File: config.mk
export PLATFORM = sky130hd
export DESIGN_NAME = dma_xfer_engine
export DESIGN_NICKNAME = d
export VERILOG_FILES = /design/src/rtl/dma_pkg.sv /design/src/rtl/dma_prio_arbiter.sv /design/src/rtl/dma_xfer_engine.sv
export SDC_FILE = /design/constraint.sdc
export NUM_CORES = 1
export LEC_CHECK = 0
export ABC_CLOCK_PERIOD_IN_PS = 4700
export BUFFER_PORTS_ARGS = -buffer_cell sky130_fd_sc_hd__clkbuf_2
export CORE_MARGIN = 10
export CORE_UTILIZATION = 25
export CTS_CLUSTER_SIZE = 10
export DETAILED_ROUTE_END_ITERATION = 12
export GPL_ROUTABILITY_DRIVEN = 0
export PLACE_DENSITY_LB_ADDON = 0.25
export REMOVE_ABC_BUFFERS = 1
export SLEW_MARGIN = 20
export SYNTH_ARGS = -nofsm -noshare
export SYNTH_HDL_FRONTEND = slang
export SYNTH_SLANG_ARGS = --single-unit
File: constraint.sdc
create_clock -name CLK -period 4.7 [get_ports CLK]
set_input_delay 0 -clock CLK [delete_from_list [all_inputs] [get_ports CLK]]
set_output_delay 0 -clock CLK [all_outputs]
set_load 0.01 [all_outputs]
File: src/rtl/dma_pkg.sv
// dma_pkg: shared state, mode and register-select types
// for the 8237-style transfer engine.
package dma_pkg;

  localparam int LOW_W = 8;

  typedef enum logic [3:0] {
    SI, S0, S1, S2, S3, S4,
    S11, S12, S13, S14,
    S21, S22, S23, S24
  } state_e;

  typedef enum logic [1:0] {
    XF_VERIFY = 2'd0,
    XF_WRITE  = 2'd1,
    XF_READ   = 2'd2,
    XF_RSVD   = 2'd3
  } xfer_e;

  typedef enum logic [1:0] {
    REG_ADDR = 2'd0,
    REG_CNT  = 2'd1,
    REG_MODE = 2'd2,
    REG_CMD  = 2'd3
  } preg_e;

  typedef struct packed {
    xfer_e typ;
    logic  autoinit;
    logic  dec;
  } mode_t;

  function automatic logic is_bus_st(state_e s);
    return s inside {S1, S2, S3, S4,
                     S11, S12, S13, S14,
                     S21, S22, S23, S24};
  endfunction

endpackage

File: src/rtl/dma_prio_arbiter.sv
// dma_prio_arbiter: fixed-priority one-hot grant,
// lowest index wins.
module dma_prio_arbiter #(
  parameter int N = 4
) (
  input  logic [N-1:0] req,
  output logic [N-1:0] gnt,
  output logic         any
);

  assign gnt = req & (~req + N'(1));
  assign any = |req;

endmodule

File: src/rtl/dma_xfer_engine.sv
// dma_xfer_engine: channel register file, arbitration,
// S0-S4 / mem2mem FSM and bus strobe generation.
module dma_xfer_engine
  import dma_pkg::*;
#(
  parameter int NCH = 4,
  parameter int AW  = 16,
  parameter int DW  = 8,
  parameter int CW  = 16
) (
  input  logic                   CLK,
  input  logic                   RESET_N,
  input  logic                   prog_we,
  input  logic [$clog2(NCH)-1:0] prog_ch,
  input  logic [1:0]             prog_reg,
  input  logic [AW-1:0]          prog_wdata,
  output logic [AW-1:0]          prog_rdata,
  output logic                   busy,
  input  logic [NCH-1:0]         DREQ,
  output logic [NCH-1:0]         DACK,
  output logic                   HRQ,
  input  logic                   HLDA,
  output logic                   AEN,
  output logic                   ADSTB,
  output logic [LOW_W-1:0]       addr_out,
  output logic                   addr_oe,
  input  logic [DW-1:0]          db_in,
  output logic [DW-1:0]          db_out,
  output logic                   db_oe,
  output logic                   IOR_N,
  output logic                   IOW_N,
  output logic                   MEMR_N,
  output logic                   MEMW_N,
  input  logic                   eop_n_in,
  output logic                   eop_n_out
);

  localparam int CHW = $clog2(NCH);

  logic [AW-1:0]  base_addr_q [NCH];
  logic [AW-1:0]  base_addr_d [NCH];
  logic [AW-1:0]  cur_addr_q  [NCH];
  logic [AW-1:0]  cur_addr_d  [NCH];
  logic [CW-1:0]  base_cnt_q  [NCH];
  logic [CW-1:0]  base_cnt_d  [NCH];
  logic [CW-1:0]  cur_cnt_q   [NCH];
  logic [CW-1:0]  cur_cnt_d   [NCH];
  mode_t          mode_q      [NCH];
  mode_t          mode_d      [NCH];
  logic [NCH-1:0] mask_q, mask_d;
  logic [NCH-1:0] tc_q, tc_d;
  logic [NCH-1:0] dack_q, dack_d;
  state_e         state_q, state_d;
  logic [CHW-1:0] chan_q, chan_d;
  logic           m2m_q, m2m_d;
  logic           m2m_req_q, m2m_req_d;
  logic           eop_q, eop_d;
  logic [DW-1:0]  temp_q, temp_d;

  logic [NCH-1:0] req;
  logic [NCH-1:0] gnt;
  logic           gnt_any;
  logic [CHW-1:0] gnt_idx;
  logic [CHW-1:0] act;
  logic [AW-1:0]  act_addr;
  logic [AW-1:0]  next_addr;
  mode_t          act_mode;
  logic           act_fin;
  logic           xf_wr;
  logic           xf_rd;
  logic [AW-1:0]  status;

  assign req = DREQ & ~mask_q;

  dma_prio_arbiter #(.N(NCH)) u_arb (
    .req (req),
    .gnt (gnt),
    .any (gnt_any)
  );

  always_comb begin
    gnt_idx = '0;
    for (int i = 0; i < NCH; i++)
      if (gnt[i]) gnt_idx = CHW'(i);
  end

  // mem2mem reads through ch0 and writes through ch1
  always_comb begin
    act = chan_q;
    if (state_q inside {S11, S12, S13, S14})
      act = '0;
    else if (state_q inside {S21, S22, S23, S24})
      act = CHW'(1);
  end

  assign act_addr  = cur_addr_q[act];
  assign act_mode  = mode_q[act];
  assign next_addr = act_mode.dec ? act_addr - AW'(1)
                                  : act_addr + AW'(1);
  assign act_fin   = (cur_cnt_q[act] == '0) || eop_q || !eop_n_in;
  assign xf_wr     = act_mode.typ == XF_WRITE;
  assign xf_rd     = act_mode.typ == XF_READ;

  always_comb begin
    base_addr_d = base_addr_q;
    cur_addr_d  = cur_addr_q;
    base_cnt_d  = base_cnt_q;
    cur_cnt_d   = cur_cnt_q;
    mode_d      = mode_q;
    mask_d      = mask_q;
    tc_d        = tc_q;
    dack_d      = dack_q;
    state_d     = state_q;
    chan_d      = chan_q;
    m2m_d       = m2m_q;
    m2m_req_d   = m2m_req_q;
    eop_d       = eop_q;
    temp_d      = temp_q;

    if (state_q == SI && prog_we) begin
      unique case (preg_e'(prog_reg))
        REG_ADDR: begin
          base_addr_d[prog_ch] = prog_wdata;
          cur_addr_d[prog_ch]  = prog_wdata;
        end
        REG_CNT: begin
          base_cnt_d[prog_ch] = CW'(prog_wdata);
          cur_cnt_d[prog_ch]  = CW'(prog_wdata);
          mask_d[prog_ch]     = 1'b0;
        end
        REG_MODE: mode_d[prog_ch] = mode_t'(prog_wdata[3:0]);
        REG_CMD: begin
          m2m_req_d = m2m_req_q | prog_wdata[0];
          tc_d      = tc_q & ~prog_wdata[8 +: NCH];
        end
        default: ;
      endcase
    end

    if (state_q != SI && !eop_n_in)
      eop_d = 1'b1;

    unique case (state_q)
      SI: begin
        if (m2m_req_q) begin
          m2m_req_d = 1'b0;
          m2m_d     = 1'b1;
          dack_d    = '0;
          eop_d     = 1'b0;
          state_d   = S0;
        end else if (gnt_any) begin
          m2m_d   = 1'b0;
          chan_d  = gnt_idx;
          dack_d  = gnt;
          eop_d   = 1'b0;
          state_d = S0;
        end
      end
      S0:  if (HLDA) state_d = m2m_q ? S11 : S1;
      S1:  state_d = S2;
      S2:  state_d = S3;
      S3:  state_d = S4;
      S11: state_d = S12;
      S12: state_d = S13;
      S13: begin
        temp_d  = db_in;
        state_d = S14;
      end
      S14: begin
        cur_addr_d[0] = next_addr;
        cur_cnt_d[0]  = cur_cnt_q[0] - CW'(1);
        state_d       = S21;
      end
      S21: state_d = S22;
      S22: state_d = S23;
      S23: state_d = S24;
      S4, S24: begin
        cur_addr_d[act] = next_addr;
        cur_cnt_d[act]  = cur_cnt_q[act] - CW'(1);
        if (act_fin) begin
          tc_d[act] = 1'b1;
          if (act_mode.autoinit) begin
            cur_addr_d[act] = base_addr_q[act];
            cur_cnt_d[act]  = base_cnt_q[act];
          end else begin
            mask_d[act] = 1'b1;
          end
        end
        state_d = (state_q == S24 && !act_fin) ? S11 : SI;
      end
      default: state_d = SI;
    endcase
  end

  always_comb begin
    AEN       = 1'b0;
    ADSTB     = 1'b0;
    addr_oe   = 1'b0;
    db_oe     = 1'b0;
    db_out    = '0;
    DACK      = '0;
    IOR_N     = 1'b1;
    IOW_N     = 1'b1;
    MEMR_N    = 1'b1;
    MEMW_N    = 1'b1;
    eop_n_out = 1'b1;
    if (is_bus_st(state_q)) begin
      AEN     = 1'b1;
      addr_oe = 1'b1;
    end
    if (state_q inside {S1, S2, S3, S4})
      DACK = dack_q;
    unique case (state_q)
      S1, S11, S21: begin
        ADSTB  = 1'b1;
        db_oe  = 1'b1;
        db_out = DW'(act_addr[AW-1:LOW_W]);
      end
      S2: begin
        IOR_N  = !xf_wr;
        MEMR_N = !xf_rd;
      end
      S3: begin
        IOR_N  = !xf_wr;
        MEMW_N = !xf_wr;
        MEMR_N = !xf_rd;
        IOW_N  = !xf_rd;
      end
      S12, S13: MEMR_N = 1'b0;
      S22: begin
        db_oe  = 1'b1;
        db_out = temp_q;
      end
      S23: begin
        db_oe  = 1'b1;
        db_out = temp_q;
        MEMW_N = 1'b0;
      end
      S4, S24: eop_n_out = !act_fin;
      default: ;
    endcase
  end

  assign addr_out = addr_oe ? act_addr[LOW_W-1:0] : '0;
  assign HRQ      = state_q != SI;
  assign busy     = state_q != SI;

  always_comb begin
    status            = '0;
    status[NCH-1:0]   = tc_q;
    status[8 +: NCH]  = mask_q;
    prog_rdata        = '0;
    unique case (preg_e'(prog_reg))
      REG_ADDR: prog_rdata = cur_addr_q[prog_ch];
      REG_CNT:  prog_rdata = AW'(cur_cnt_q[prog_ch]);
      REG_MODE: prog_rdata = AW'(mode_q[prog_ch]);
      REG_CMD:  prog_rdata = status;
      default:  prog_rdata = '0;
    endcase
  end

  always_ff @(posedge CLK or negedge RESET_N) begin
    if (!RESET_N) begin
      for (int i = 0; i < NCH; i++) begin
        base_addr_q[i] <= '0;
        cur_addr_q[i]  <= '0;
        base_cnt_q[i]  <= '0;
        cur_cnt_q[i]   <= '0;
        mode_q[i]      <= '0;
      end
      mask_q    <= '1;
      tc_q      <= '0;
      dack_q    <= '0;
      state_q   <= SI;
      chan_q    <= '0;
      m2m_q     <= 1'b0;
      m2m_req_q <= 1'b0;
      eop_q     <= 1'b0;
      temp_q    <= '0;
    end else begin
      base_addr_q <= base_addr_d;
      cur_addr_q  <= cur_addr_d;
      base_cnt_q  <= base_cnt_d;
      cur_cnt_q   <= cur_cnt_d;
      mode_q      <= mode_d;
      mask_q      <= mask_d;
      tc_q        <= tc_d;
      dack_q      <= dack_d;
      state_q     <= state_d;
      chan_q      <= chan_d;
      m2m_q       <= m2m_d;
      m2m_req_q   <= m2m_req_d;
      eop_q       <= eop_d;
      temp_q      <= temp_d;
    end
  end

endmodule

After elaboration in Yosys (flattened, before gate mapping)
Index checks and enable logic that the tools add are counted.
{"block": "totals", "register_bits": 301, "elab_cells": 219}
{"block": "classes", "addsub": 5, "order_cmp": 8, "n_eq_ne": 20, "mux": 100, "n_bitwise": 14, "n_reduce_logical": 35}
{"op": "$bwmux W64", "count": 8}
{"op": "$mux W64", "count": 8}
{"op": "$mux W16", "count": 15}
{"op": "$bmux W16 S2", "count": 6}
{"op": "$mux W48", "count": 2}
{"op": "$mux W4", "count": 20}
{"op": "$demux W16 S2", "count": 2}
{"op": "$pmux W16 S2", "count": 2}
{"op": "$pmux W16 S4", "count": 1}
{"op": "$pmux W4 S13", "count": 1}
{"op": "$sub A16 B1 Y16 const B", "count": 3}
{"op": "$eq A4 B4 Y1 const B", "count": 6}
{"op": "$mux W1", "count": 19}
{"op": "$add A16 B1 Y16 const B", "count": 1}
{"op": "$and A4 B4 Y4", "count": 4}
{"op": "$bmux W4 S2", "count": 2}
{"op": "$bwmux W16", "count": 1}
{"op": "$eq A4 B3 Y1 const B", "count": 4}
{"op": "$logic_not A16 Y1", "count": 1}
{"op": "$not A4 Y4", "count": 4}
{"op": "$pmux W8 S2", "count": 1}
{"op": "$reduce_bool A4 Y1", "count": 4}
{"op": "$reduce_bool A12 Y1", "count": 1}
{"op": "$reduce_and A2 Y1", "count": 5}
{"op": "32 further kinds", "count": 61}

Depth between registers and ports, before layout
Gate-level depths: netlist (run 1).
{"block": "logic_depth", "ltp_word": 15, "mapped_depth": 18, "depth_no_buf": 14}

Modules after synthesis
Synthesis (run 1) repeated with hierarchy kept, for this count alone.
{"block": "hier_totals", "hier_cells": 2030, "area_unflattened_um2": 17814.6}
{"mod": "dma_xfer_engine", "n_inst": 1, "cells_per_inst": 2025, "area_each_um2": 17774.5, "seq_area_each_um2": 7537.2}
{"mod": "dma_prio_arbiter", "n_inst": 1, "cells_per_inst": 5, "area_each_um2": 40.0, "seq_area_each_um2": 0.0}

Least setup slack after synthesis (run 1)
OpenSTA, ideal clock, no wires.
{"block": "synth_path", "kind": "reg2reg", "startpoint": "reg state_q[2]", "endpoint": "reg cur_addr_q[44] in the netlist's numbering", "setup_time_ns": 0.136, "t_arrival_ns": 4.095, "required_time_ns": 4.564, "path_slack_ns": 0.469, "path_stages_with_launch": 18, "path_buffers": 5, "synth_period_minus_slack_ns": 4.231, "path_cell_list": "dfrtp_1 -> buf_4 -> nand3b_1 -> buf_2 -> o311a_1 -> buf_2 -> buf_1 -> clkbuf_1 -> o221ai_1 -> fa_1 -> nor3_1 -> a2111oi_4 -> o31ai_2 -> a31o_1 -> a31oi_1 -> xnor2_1 -> o21ai_1 -> o21ai_0"}
{"element": "start: declaration", "line": "dma_xfer_engine.sv:53", "text": "state_e state_q, state_d;"}
{"element": "start signal: assignment", "line": "dma_xfer_engine.sv:289", "text": "state_q <= state_d;"}
{"element": "end signal: assignment", "line": "dma_xfer_engine.sv:282", "text": "cur_addr_q <= cur_addr_d;"}
{"element": "end: declaration", "line": "dma_xfer_engine.sv:42", "text": "logic [AW-1:0] cur_addr_q [NCH];"}

==> key figures, run 1 <==
Synthesis
  – Cell variety after synth: 91
  – Syn_area_per_cell: 8.81 µm²
  – Synthesized area: 0.0175 mm²
  – Top FF cell, synth: dfrtp_1
  – Synth warnings: 0
  – Cell accounting for the most synthesized area: dfrtp_1
  – Most frequent cell after synthesis: nand2_1
  – Top post-synthesis cells by area: dfrtp_1, nand2_1, mux4_2
  – Commonest cells in the netlist: nand2_1, dfrtp_1, nor2_1
  – Synth Instances: 1984
  – Async SR Flop Fraction: 1.00
  – Post-synth EDFFs: 0
  – Synth top area share: 0.425
  – Seq cells post-synth: 301
  – Register area share after synthesis: 0.431

Final layout
  – Area grow syn2layout: 18.0%
  – Antenna Cells: 0
  – Final std cells w/o fill: 3015
  – Layout cells sized above 1: 0.157
  – Final instance area: 0.0206 mm²
  – Nets@finish: 2116

Global route
  – Antenna violations before repair: 5
  – Vias in the first global route: 16465
  – Largest net degree at the start of global routing: 125
  – Overflow after GRT: 0
  – First-pass GRT wire length: 113000 µm
  – Global-route usage over all layers: 0.183

Timing
  – Clock Skew: 36.6 ps
  – Fin. Hold Viols: 0
  – Unrepaired setup endpoints after global routing: no
  – Max Freq: 0.228 GHz
  – Final Max Slew Viols: 0
  – Worst slew margin: 0.318
  – Final setup vio count: 0
  – Actual slew at the worst max-slew pin: 1020 ps
  – Final period util: 0.933
  – Period minus WS final: 4380 ps

Run
  – Max-cap violations: 0

Clock network
  – CTS sink count: 301
  – CTS max path bufs: 3
  – CTS Hold Bufs: 33
  – CTS buffer count: 38
  – CTS resizes: 0
  – Reg clk slew, reported paths: 60 ps
  – Post-CTS setup buffer count: 0
  – Clock Latency Late Sink: 580 ps
  – CTS tree: yes
  – Clock root cell: clkbuf_16
  – # H-tree levels: 2

Routing
  – Post-route ant nets: 0
  – Drt via density: 5.58
  – WL final: 76600 µm
  – Total number of vias: 16831
  – Drt first-iter violations: 2278
  – DR WL/cell: 25.4 µm
  – 1st-pass router iterations: 9
  – DRC viols: 0

Power and ir drop
  – VDD IR-drop max: 0.000444 V
  – Static Leakage: 9.34 nW
  – Power density over cell area: 900 mW/mm²

Setup path
  – Reg2Reg Setup Slack: 320 ps
  – CP Data Arrival Time: 4810 ps
  – Critical path's top delay family: compound AO/OA/AOI/OAI gates
  – Worst setup EP type: flip-flop
  – Most used cell, CP: buf_12
  – Setup crit start kind: flip-flop
  – WS Path Type: reg2reg
  – Critical path buffer and inverter count: 4
  – Worst EP required: 5120 ps
  – Critical Path Fanout Max: 41
  – Worst path max stage delay: 490 ps
  – Slowest stage cell, crit path: dfrtp_1
  – Crit-path cells: a21boi_2 > buf_4 > o311ai_4 > buf_12 > a222oi_1 > a21boi_0 > ha_1 > nand4_1 > inv_1 > a41oi_4 > nor2_4 > buf_12 > mux2_2 > o211ai_1 > o221ai_1

Floorplan
  – Full die area: 0.0808 mm²
  – Total core area: 0.0689 mm²
  – Chip width: 284 µm
  – Initial Util: 0.253
  – I/O pins: 84
  – Vert. Die Dim: 284 µm
  – Std-Cell Rows: 96

Hold path
  – Worst Hold Class: in2async

Place
  – Placed cells: 2922
  – # port buffers: 83
  – DP HPWL: 50800 µm
  – DP Area: 0.0191 mm²

Run status
  – Status: finished, final reports clean
==> placed cells by master (no fill, tap or decap), types with 7 or more instances in the layout <==
master and n:
nand3_1 33, mux2i_1 22, clkbuf_8 9, xnor2_1 32, nor4_1 13, clkbuf_2 81, a21o_1 14, a31oi_1 52
o21ai_0 74, mux4_2 40, o211ai_1 13, o221ai_1 16, o2111ai_1 9, and3_1 54, nor2_1 104, clkbuf_16 39
nand2_1 584, a21oi_1 89, mux2_2 26, nand2b_1 15, a21boi_0 27, xor2_1 12, clkbuf_1 9, dfrtp_1 297
o22ai_1 21, ha_1 14, buf_4 68, nor2b_1 13, a222oi_1 48, a22o_1 11, nand4_1 15, nor3_1 13
inv_1 33, a211oi_1 7, and2_1 17, dlygate4sd3_1 33
==> per-stage QoR <==
step / hold slack, ps / TNS, ps / total power, mW / setup WS (ps) / utilization
finish: 25.3 / 0 / 18.6 / 316 / 0.299
global route: 104 / 0 / 19.8 / 97.0 / 0.299
CTS: 77.6 / 0 / 18.4 / 402 / 0.299
detailed placement: 70.5 / 0 / 15.5 / 438 / 0.277
global placement: 67.1 / 0 / 15.3 / 575 / 0.277
floorplan: -296 / -421160 / 11.5 / -3410 / -
==> layer usage <==
| metal | routed length, µm | global-route usage | share of wire | up-vias |
|---|---|---|---|---|
| met1 | 33100 | 0.249 | 0.43 | 8438 |
| met3 | 7460 | 0.0467 | 0.097 | 190 |
| met2 | 33000 | 0.276 | 0.43 | 933 |
| met4 | 3050 | 0.0657 | 0.040 | 6 |
| li1 | - | - | - | 7264 |
| met5 | 34 | 0 | 0.00044 | - |
==> path summary, 6_finish.rpt <==
check	to	from	cells past startpoint
setup reg to reg	cur_cnt_q[58]$_DFF_PN0_	state_q[2]$_DFFE_PN0P_	15
hold / removal	cur_addr_q[50]$_DFF_PN0_	RESET_N	2
setup / recovery	cur_cnt_q[58]$_DFF_PN0_	state_q[2]$_DFFE_PN0P_	15
min in group CLK	temp_q[2]$_DFFE_PN0P_	db_in[2]	3
max in group asynchronous	cur_addr_q[7]$_DFF_PN0_	RESET_N	3
hold reg to reg	dack_q[3]$_DFFE_PN0P_	dack_q[3]$_DFFE_PN0P_	1
==> registers in the layout, indices dropped and copies added, names as in the netlist, 2 cells and up <==
register	flops
base_addr_q	64
base_cnt_q	64
cur_addr_q	64
cur_cnt_q	64
mode_q	16
temp_q	8
dack_q	4
mask_q	4
state_q	4
tc_q	4
chan_q	2
==> power by group <==
group          internal (mW)  leakage [nW]  total [mW]  switching [mW]
clock network           1.65         0.574        2.86            1.20
logic                   4.07          5.05        10.9            6.81
registers               3.79          3.72        4.82            1.02
total                   9.52          9.34        18.6            9.04
==> cells by family (layout without fill, tap and decap cells) <==
kind of cell,count (synthesis),after routing,synth area share
xor+xnor,44,44,0.0221
compound gates,448,448,0.184
simple gates,904,904,0.225
fa+ha+maj,15,15,0.0112
mux,88,88,0.0809
buf+inv,184,284,0.0447
flops,301,301,0.431
==> layout make-up <==
cell class / count / area [µm²]
Tap cell: 931 / 1160
Multi-Input combinational cell: 1499 / 9230
Fill cell: 7315 / 48300
Clock inverter: 3 / 37.5
Timing Repair Buffer: 190 / 1390
Sequential cell: 301 / 7540
Clock buffer: 57 / 1130
Inverter: 34 / 128
Note: power is estimated with default switching activity, not from simulation.
==> run 2: changes to the inputs <==
CORE_MARGIN = 2   (was 10)
==> run 2 against run 1 <==
- utilization is essentially flat
- largest cell class unchanged
- clock-buffer cell count grew 1
- highest routed layer unchanged
- flip-flop and latch count is the same
- the run now ends with hold timing left
- die area shrank 11%
==> key figures, run 2 (synthesis gave the netlist of run 1 again) <==
Routing
  – 1st-pass router iterations: 9 (unchanged)
  – Drt via density: 5.49 (-1.7%)
  – WL final: 74400 µm (-2.9%)
  – DRC viols: 0 (unchanged)
  – Total number of vias: 16591 (-1.4%)
  – Post-route ant nets: 0 (unchanged)
  – DR WL/cell: 24.6 µm (-3.1%)
  – Drt first-iter violations: 1861 (-18%)

Timing
  – Fin. Hold Viols: 4 (+4)
  – Clock Skew: 13.5 ps (-23.1 ps)
  – Final period util: 0.933 (about the same)
  – Actual slew at the worst max-slew pin: 1160 ps (+136 ps)
  – Worst slew margin: 0.222 (-0.0964)
  – Period minus WS final: 4390 ps (+2.24 ps)
  – Final setup vio count: 0 (unchanged)
  – Hold WS: -15.4 ps (-40.7 ps)
  – Final Max Slew Viols: 0 (unchanged)
  – Max Freq: 0.228 GHz (about the same)
  – Post-route worst setup slack: 314 ps (-2.24 ps)
  – Unrepaired setup endpoints after global routing: no

Global route
  – GR Layer Usage met2: 0.309 (+0.0324)
  – Global-route usage over all layers: 0.206 (+0.0224)
  – GR Layer Usage met3: 0.0396 (-0.00709)
  – Antenna violations before repair: 1 (-4)
  – Vias in the first global route: 15944 (-3.2%)
  – Overflow after GRT: 0 (unchanged)
  – First-pass GRT wire length: 109000 µm (-3.7%)
  – Most Used Layer, Global Route: met2
  – Met1 usage: 0.291 (+0.0416)
  – Largest net degree at the start of global routing: 125 (unchanged)

Setup path
  – Worst EP required: 5150 ps (+30 ps)
  – CP Data Arrival Time: 4840 ps (+30 ps)
  – Worst setup EP type: flip-flop
  – WS Path Type: reg2reg
  – Setup crit start kind: flip-flop
  – Critical Path Fanout Max: 27 (-34%)

Place
  – Placed cells: 2927 (+0.17%)
  – DP HPWL: 50100 µm (-1.4%)
  – # port buffers: 83 (unchanged)
  – Post-Place Worst Slack: 417 ps (-20.9 ps)

Clock network
  – CTS Hold Bufs: 32 (-3.0%)
  – Post-CTS setup buffer count: 0 (unchanged)
  – # H-tree levels: 2 (unchanged)
  – CTS buffer count: 38 (unchanged)
  – Clock root cell: clkbuf_16
  – CTS sink count: 301 (unchanged)
  – Clock Latency Late Sink: 560 ps (-20 ps)
  – CTS max path bufs: 3 (unchanged)
  – CTS tree: yes
  – Reg clk slew, reported paths: 60 ps (about the same)
  – CTS resizes: 0 (unchanged)

Power and ir drop
  – Static Leakage: 9.34 nW (about the same)
  – Power density over cell area: 901 mW/mm² (+0.12%)
  – VDD IR-drop max: 0.000546 V (+23%)

Final layout
  – Flip-flop and latch area: 0.00754 mm² (unchanged)
  – Final Util: 0.299 (about the same)
  – Layout cells sized above 1: 0.157 (+0.000506)
  – Final std cells w/o fill: 3023 (+0.27%)
  – Commonest cells after routing, fill and taps aside: nand2_1, dfrtp_1, nor2_1
  – Area grow syn2layout: 18.0% (about the same)
  – Nets@finish: 2120 (+0.19%)
  – Layout filler cell count: 7287 (-0.38%)
  – Multi-input logic area: 0.00924 mm² (about the same)
  – Commonest non-fill, non-tap cell in the layout: nand2_1

Floorplan
  – Initial Util: 0.253 (unchanged)
  – Chip width: 268 µm (-5.6%)
  – Total core area: 0.0689 mm² (unchanged)
  – I/O pins: 84 (unchanged)
  – Std-Cell Rows: 96 (unchanged)
  – Full die area: 0.0720 mm² (-11%)
  – Vert. Die Dim: 268 µm (-5.6%)

Run status
  – Status: finished, violations left
  – Failing checks: hold timing

Hold path
  – Worst Hold Class: in2async

Run
  – Max-cap violations: 0 (unchanged)
==> run 2: changes by cell type in the layout (fill, tap and decap cells not counted) <==
cell / previous run / this run
buf_4: 68 / 73
bufinv_16: 0 / 1
clkbuf_1: 9 / 15
clkbuf_8: 9 / 4
clkinv_2: 1 / 2
clkinv_8: 2 / 0
diode_2: 0 / 2
dlygate4sd3_1: 33 / 32
inv_6: 0 / 1
nor2_1: 104 / 103
nor2_4: 1 / 2
==> run 2: worst max-delay path: stages, from the launching register on <==
cell	delay, ps
dfrtp_1	440
a21boi_2	450
buf_4	250
o311ai_4	160
buf_12	240
a222oi_1	250
a21boi_0	350
ha_1	260
nand4_1	140
inv_1	140
a41oi_4	220
nor2_4	410
buf_4	300
nand3_1	90
o21ai_0	210
nand2_1	120
a31o_2	240
==> run 2: layout make-up <==
class | instances | area share
flip-flops and latches | 301 | 0.365
multi-input cells | 1499 | 0.448
well taps | 931 | 0.0565
diodes | 2 | 0.000243
inverters | 34 | 0.00619
repair buffers | 194 | 0.0686
clock buffers | 58 | 0.0527
clock inverters | 4 | 0.00237
==> run 2: final timing paths <==
| check | cells past startpoint | slack [ps] | startpoint | to |
|---|---|---|---|---|
| setup / recovery | 16 | 310 | state_q[3]$_DFFE_PN0P_ | cur_cnt_q[55]$_DFF_PN0_ |
| hold / removal | 2 | -20 | RESET_N | cur_addr_q[23]$_DFF_PN0_ |
| setup reg to reg | 16 | 310 | state_q[3]$_DFFE_PN0P_ | cur_cnt_q[55]$_DFF_PN0_ |
| hold reg to reg | 1 | 470 | dack_q[1]$_DFFE_PN0P_ | dack_q[1]$_DFFE_PN0P_ |
| max in group asynchronous | 3 | 3570 | RESET_N | base_cnt_q[12]$_DFFE_PN0P_ |
| min in group CLK | 4 | 60 | prog_we | tc_q[0]$_DFF_PN0_ |
==> run 2: where the power goes <==
part           internal, mW  switching [mW]
clock                  1.64            1.19
sequential             3.79            1.04
combinational          4.11            6.80
==> run 2: per-stage QoR <==
stage	setup TNS, ps	total power, mW	cell area (µm²)
global route	0	19.8	20600
CTS	0	18.4	20600
floorplan	-421160	11.5	16800
global placement	0	15.4	19200
detailed placement	0	15.5	19200
finish	0	18.6	20600
==> run 2: metal layers <==
layer | share of wire | wire length [µm] | vias to the layer above
met2 | 0.43 | 31800 | 917
met4 | 0.039 | 2930 | 4
li1 | - | - | 7284
met1 | 0.45 | 33100 | 8211
met3 | 0.088 | 6550 | 175
met5 | 0.00036 | 27 | -
